## config.mk

```make
export PLATFORM = sky130hd
export DESIGN_NAME = fifo_byte_unpacker_flat
export DESIGN_NICKNAME = d
export VERILOG_FILES = /design/src/rtl/fifo_byte_unpacker_if.sv /design/src/rtl/fifo_byte_unpacker.sv /design/src/flat_wrapper.sv
export SDC_FILE = /design/constraint.sdc
export NUM_CORES = 1
export LEC_CHECK = 0
export CAP_MARGIN = 20
export CORE_MARGIN = 5
export CORE_UTILIZATION = 46
export DETAILED_ROUTE_END_ITERATION = 12
export PLACE_DENSITY_LB_ADDON = 0.15
export REMOVE_ABC_BUFFERS = 1
export SLEW_MARGIN = 10
export SYNTH_ARGS = -nofsm -noshare
export SYNTH_HDL_FRONTEND = slang
export SYNTH_SLANG_ARGS = --single-unit
```

## constraint.sdc

```tcl
create_clock -name CLK -period 2.1 [get_ports CLK]
set_clock_uncertainty 0.2 [all_clocks]
set_input_delay 0.21 -clock CLK [delete_from_list [all_inputs] [get_ports CLK]]
set_output_delay 0.21 -clock CLK [all_outputs]
set_load 0.1 [all_outputs]
```

## src/rtl/fifo_byte_unpacker_if.sv

```systemverilog
// fifo_byte_unpacker_if: handshake/bus bundle between the SCSI-DMA longword
// FIFO read side, the byte unpacker and the SCSI state machine.
interface fifo_byte_unpacker_if;
   logic        ENABLE;
   logic [31:0] FIFO_OD;
   logic        FIFOEMPTY;
   logic        LOAD_BO;
   logic [1:0]  BO_INIT;
   logic [7:0]  PD;
   logic        PD_VALID;
   logic        PD_ACK;
   logic        INCBO;
   logic        INCNO;
   logic        DECFIFO;
   logic [1:0]  BO;
   logic        BUSY;

   // unpacker side
   modport slave (
      input  ENABLE, FIFO_OD, FIFOEMPTY, LOAD_BO, BO_INIT, PD_ACK,
      output PD, PD_VALID, INCBO, INCNO, DECFIFO, BO, BUSY
   );

   // FIFO core / SCSI engine side
   modport master (
      output ENABLE, FIFO_OD, FIFOEMPTY, LOAD_BO, BO_INIT, PD_ACK,
      input  PD, PD_VALID, INCBO, INCNO, DECFIFO, BO, BUSY
   );
endinterface

```

## src/rtl/fifo_byte_unpacker.sv

```systemverilog
// fifo_byte_unpacker: pulls 32-bit entries from the SCSI-DMA FIFO and hands
// them to the SCSI side one byte at a time (memory->SCSI direction).
// Optional macro FIFO_RD_PREFETCH_EN: retire each longword in its first SEND
// cycle and chain straight into the next one, removing inter-longword bubbles.
module fifo_byte_unpacker #(
   parameter bit BIG_ENDIAN = 1'b1
) (
   input logic                  CLK,
   input logic                  RST,
   fifo_byte_unpacker_if.slave  bus
);

   typedef enum logic [1:0] {
      S_IDLE   = 2'd0,
      S_LOAD   = 2'd1,
      S_SEND   = 2'd2,
      S_RETIRE = 2'd3
   } state_t;

   state_t      r_state;
   logic [31:0] r_hold;
   logic [1:0]  r_bo;
   logic        r_incbo;
   logic        r_incno;

   logic [1:0]  w_sel;
   logic [7:0]  w_pd;

   // byte lane picked by the pointer; 68k order puts pointer 0 on the MSB
   always_comb begin
      w_sel = BIG_ENDIAN ? (2'd3 - r_bo) : r_bo;
      case (w_sel)
         2'd0:    w_pd = r_hold[7:0];
         2'd1:    w_pd = r_hold[15:8];
         2'd2:    w_pd = r_hold[23:16];
         default: w_pd = r_hold[31:24];
      endcase
   end

   // fetch / send / retire sequencing; strobes are one-cycle registered pulses
   always_ff @(posedge CLK) begin
      if (RST) begin
         r_state <= S_IDLE;
         r_hold  <= 32'h0;
         r_bo    <= 2'd0;
         r_incbo <= 1'b0;
         r_incno <= 1'b0;
      end else begin
         r_incbo <= 1'b0;
         r_incno <= 1'b0;
         case (r_state)
            S_IDLE: begin
               if (bus.LOAD_BO)
                  r_bo <= bus.BO_INIT;
               else if (bus.ENABLE && !bus.FIFOEMPTY)
                  r_state <= S_LOAD;
            end
            S_LOAD: begin
               r_hold  <= bus.FIFO_OD;
               r_state <= S_SEND;
`ifdef FIFO_RD_PREFETCH_EN
               // retire early so FIFO_OD shows the next entry by the last byte
               r_incno <= 1'b1;
`endif
            end
            S_SEND: begin
               if (bus.PD_ACK) begin
                  r_incbo <= 1'b1;
                  if (r_bo != 2'd3) begin
                     r_bo <= r_bo + 2'd1;
                  end else begin
                     r_bo <= 2'd0;
`ifdef FIFO_RD_PREFETCH_EN
                     // r_incno high means the pop of the held entry has not
                     // landed yet, so FIFO_OD still shows it: do not chain
                     if (bus.ENABLE && !bus.FIFOEMPTY && !r_incno) begin
                        r_hold  <= bus.FIFO_OD;
                        r_incno <= 1'b1;
                     end else begin
                        r_state <= S_IDLE;
                     end
`else
                     r_state <= S_RETIRE;
                     r_incno <= 1'b1;
`endif
                  end
               end
            end
            default: r_state <= S_IDLE;
         endcase
      end
   end

   assign bus.PD       = w_pd;
   assign bus.PD_VALID = (r_state == S_SEND);
   assign bus.INCBO    = r_incbo;
   assign bus.INCNO    = r_incno;
   assign bus.DECFIFO  = r_incno;
   assign bus.BO       = r_bo;
   assign bus.BUSY     = (r_state != S_IDLE);

endmodule
```

## src/flat_wrapper.sv

```systemverilog
// flat-port wrapper written by rule: the top's interface ports become plain ports
module fifo_byte_unpacker_flat 
#(
   parameter bit BIG_ENDIAN = 1'b1
)
  (CLK, RST, bus_ENABLE, bus_FIFO_OD, bus_FIFOEMPTY, bus_LOAD_BO, bus_BO_INIT, bus_PD_ACK, bus_PD, bus_PD_VALID, bus_INCBO, bus_INCNO, bus_DECFIFO, bus_BO, bus_BUSY);
  fifo_byte_unpacker_if bus_i ();
  input logic CLK;
  input logic RST;
  input wire logic [$bits(bus_i.ENABLE)-1:0] bus_ENABLE;
  input wire logic [$bits(bus_i.FIFO_OD)-1:0] bus_FIFO_OD;
  input wire logic [$bits(bus_i.FIFOEMPTY)-1:0] bus_FIFOEMPTY;
  input wire logic [$bits(bus_i.LOAD_BO)-1:0] bus_LOAD_BO;
  input wire logic [$bits(bus_i.BO_INIT)-1:0] bus_BO_INIT;
  input wire logic [$bits(bus_i.PD_ACK)-1:0] bus_PD_ACK;
  output wire logic [$bits(bus_i.PD)-1:0] bus_PD;
  output wire logic [$bits(bus_i.PD_VALID)-1:0] bus_PD_VALID;
  output wire logic [$bits(bus_i.INCBO)-1:0] bus_INCBO;
  output wire logic [$bits(bus_i.INCNO)-1:0] bus_INCNO;
  output wire logic [$bits(bus_i.DECFIFO)-1:0] bus_DECFIFO;
  output wire logic [$bits(bus_i.BO)-1:0] bus_BO;
  output wire logic [$bits(bus_i.BUSY)-1:0] bus_BUSY;
  assign bus_i.ENABLE = bus_ENABLE;
  assign bus_i.FIFO_OD = bus_FIFO_OD;
  assign bus_i.FIFOEMPTY = bus_FIFOEMPTY;
  assign bus_i.LOAD_BO = bus_LOAD_BO;
  assign bus_i.BO_INIT = bus_BO_INIT;
  assign bus_i.PD_ACK = bus_PD_ACK;
  assign bus_PD = bus_i.PD;
  assign bus_PD_VALID = bus_i.PD_VALID;
  assign bus_INCBO = bus_i.INCBO;
  assign bus_INCNO = bus_i.INCNO;
  assign bus_DECFIFO = bus_i.DECFIFO;
  assign bus_BO = bus_i.BO;
  assign bus_BUSY = bus_i.BUSY;
  fifo_byte_unpacker #(.BIG_ENDIAN(BIG_ENDIAN)) u_core (.CLK(CLK), .RST(RST), .bus(bus_i));
endmodule
```

==> flow_summary.toml <==
[global_route]
antenna_found_initial = 0
grt_pass1_wl_um = 6850
gr-total-overflow = 0
gr-usage-all-layers = 0.167
first_global_vias = 1493
grt_start_max_net_pins = 39

[floorplanning]
coreArea_um2 = 3660
start_util = 0.476
die_h_um = 71.5
die_w_um = 71.5
die_area_um2 = 5120
rows = 22
io_pins = 55

[sta]
fin_crit_sh = 0.991
worst_pin_slew_ns = 0.396
hold_ws_ns = 0.295
clock.fmax_ghz = 0.481
setup_ws_ns = 0.0193
drv_slew = 0
slew_headroom = 0.736
tns_ns = 0
timing_hold_violations_final = 0
final-setup-viol-count = 0
rsz0062_at_grt = "true"
finalCriticalPeriod_ns = 2.08

[cells_and_area]
layoutNonFillerInstCount = 276
fillers = 261
final_area_um2 = 2580
layout_common_cells = "mux2i_1 (43), clkdlybuf4s50_1 (39), dfxtp_1 (36)"
drive_above_1_share = 0.167
layout_commonest_cell = "mux2i_1"
nNetsFinal = 276
fin_util = 0.705
antenna_cells = 0
syn_to_final_growth_pct = 48.2

[critical_path]
rr_worst_depth = 5
critPathKind = "reg -> out"
startpoint_type = "flop"
cp.arrival_ns = 1.67
cp.required_ns = 1.69
r2r-start = "u_core.r_state[0]"
rrSetupSlack_ns = 0.26
endpoint_kind = "output port"
cp_max_fo = 8
cp-startpoint = "u_core.bus.BO[0]"
r2r_end = "u_core.bus.BO[0]"

[detailed_routing]
wl_um = 4060
vias_per_cell = 5.07
first_iter_violations = 104
num_vias = 1398
drc = 0
final_antenna_net_count = 0
drt_first_pass_iters = 5
wire_per_inst_um = 14.7

[pwr]
power_density_nw_per_um2 = 972
total_power_mw = 2.51
ir_drop_mv = 0.620
power_leakage_nw = 0.999

[clock_network]
clock-root-buffer = "clkbuf_8"
clock-sinks = 38
cts_buffers = 5
clock_latency_ns = 0.28
cts_tree = "yes"
cts_buffer_depth = 2
hold_buffers = 0
clk_pin_slew_worst_paths_ns = 0.06
h-tree-depth = 2

[synth]
syn_area_per_cell_um2 = 10.0
ys_types = 20
netlist_instances = 174
synth.cell_area_um2 = 1740
ys_seq_elements = 38
synth_warnings = 0
synth.yosys.seq_area_share = 0.437

[worst_hold_path]
min_path_type = "reg -> reg"
hold_start = "u_core.r_state[1]"
whs_endpoint = "u_core.r_state[1]"
hold_depth = 2

[placement]
place_ws_ns = 0.0957
place_area_um2 = 2400
dp.cells = 266
hpwl_um = 2950
gp_congestion = 0.786
numPortBuffers = 54

[status]
status = "complete, no violations"

[flow_run]
drv_cap = 0
-- worst max-delay path, cell delays in order, from the launching register on --
cell and delay, ns:
dfxtp_4 0.36, buf_4 0.14, ha_4 0.18, a222oi_1 0.32
mux2i_1 0.19, buf_12 0.20
-- worst max path at each step --
stage,end,slack [ns],cells past startpoint
after global placement,bus_PD[4],0.14,5
final,bus_PD[0],0.02,5
after global routing,bus_PD[2],-0.07,5
after detailed placement,bus_PD[0],0.1,5
after CTS,bus_PD[2],0.009,5
after floorplan,bus_PD[0],-1.42,3
-- what timing repair did --
item,in CTS,in global routing
setup endpoints to repair,8,6
hold endpoints to repair,0,0
gates resized for setup,15,1
pin swaps,4,1
buffers inserted,0,2
gates cloned,0,0
-- area by class of cell --
class                      instances  area [µm²]  area share
timing repair buffer              60         691       0.268
multi-input combinational        109         905       0.350
clock inverter                     1        30.0      0.0116
clock buffer                       7        76.3      0.0296
inverter                          13        51.3      0.0199
tap                               48        60.1      0.0233
sequential                        38         768       0.298
-- where the power goes --
part	switching [mW]	internal, mW
registers	0.0620	0.820
logic	0.593	0.446
clock network	0.234	0.355
total	0.889	1.62
-- cell families (layout without fill, tap and decap cells) --
logic type               Yosys count  count (layout)  synth area share
buffers and inverters             27              81            0.0683
multiplexers                      44              44             0.254
adder cells (fa/ha/maj)            9               9            0.0647
AND/OR/NAND/NOR                   40              40            0.0934
AO/OA/AOI/OAI                     16              16            0.0833
flip-flops                        38              38             0.437
-- cell usage after synthesis, drive strengths merged --
cell | number | area (µm²)
a222oi | 8 | 80.1
inv | 13 | 48.8
a221o | 1 | 10.0
mux2 | 1 | 11.3
nand2b | 4 | 25.0
mux2i | 43 | 430
dfxtp | 38 | 761
clkbuf | 7 | 26.3
a21boi | 1 | 7.51
ha | 9 | 113
nor2 | 34 | 128
and2 | 1 | 6.26
a311oi | 2 | 17.5
a211oi | 2 | 20.0
nand2 | 1 | 3.75
buf | 7 | 43.8
a21oi | 2 | 10.0
-- metal layers --
| layer | wire (µm) | GRT usage | vias up |
|---|---|---|---|
| met3 | 261 | 0.0491 | 7 |
| met1 | 1690 | 0.192 | 645 |
| met5 | 0 | 0 | - |
| met4 | 55 | 0.0585 | 0 |
| met2 | 2060 | 0.294 | 43 |
| li1 | - | - | 703 |
-- registers in the layout (all words and copies together), names as in the netlist --
signal	cells
u_core.r_hold	32
u_core.bus.BO	2
u_core.r_state	2
u_core.bus.DECFIFO	1
u_core.bus.INCBO	1
(Power assumes the default switching activity.)
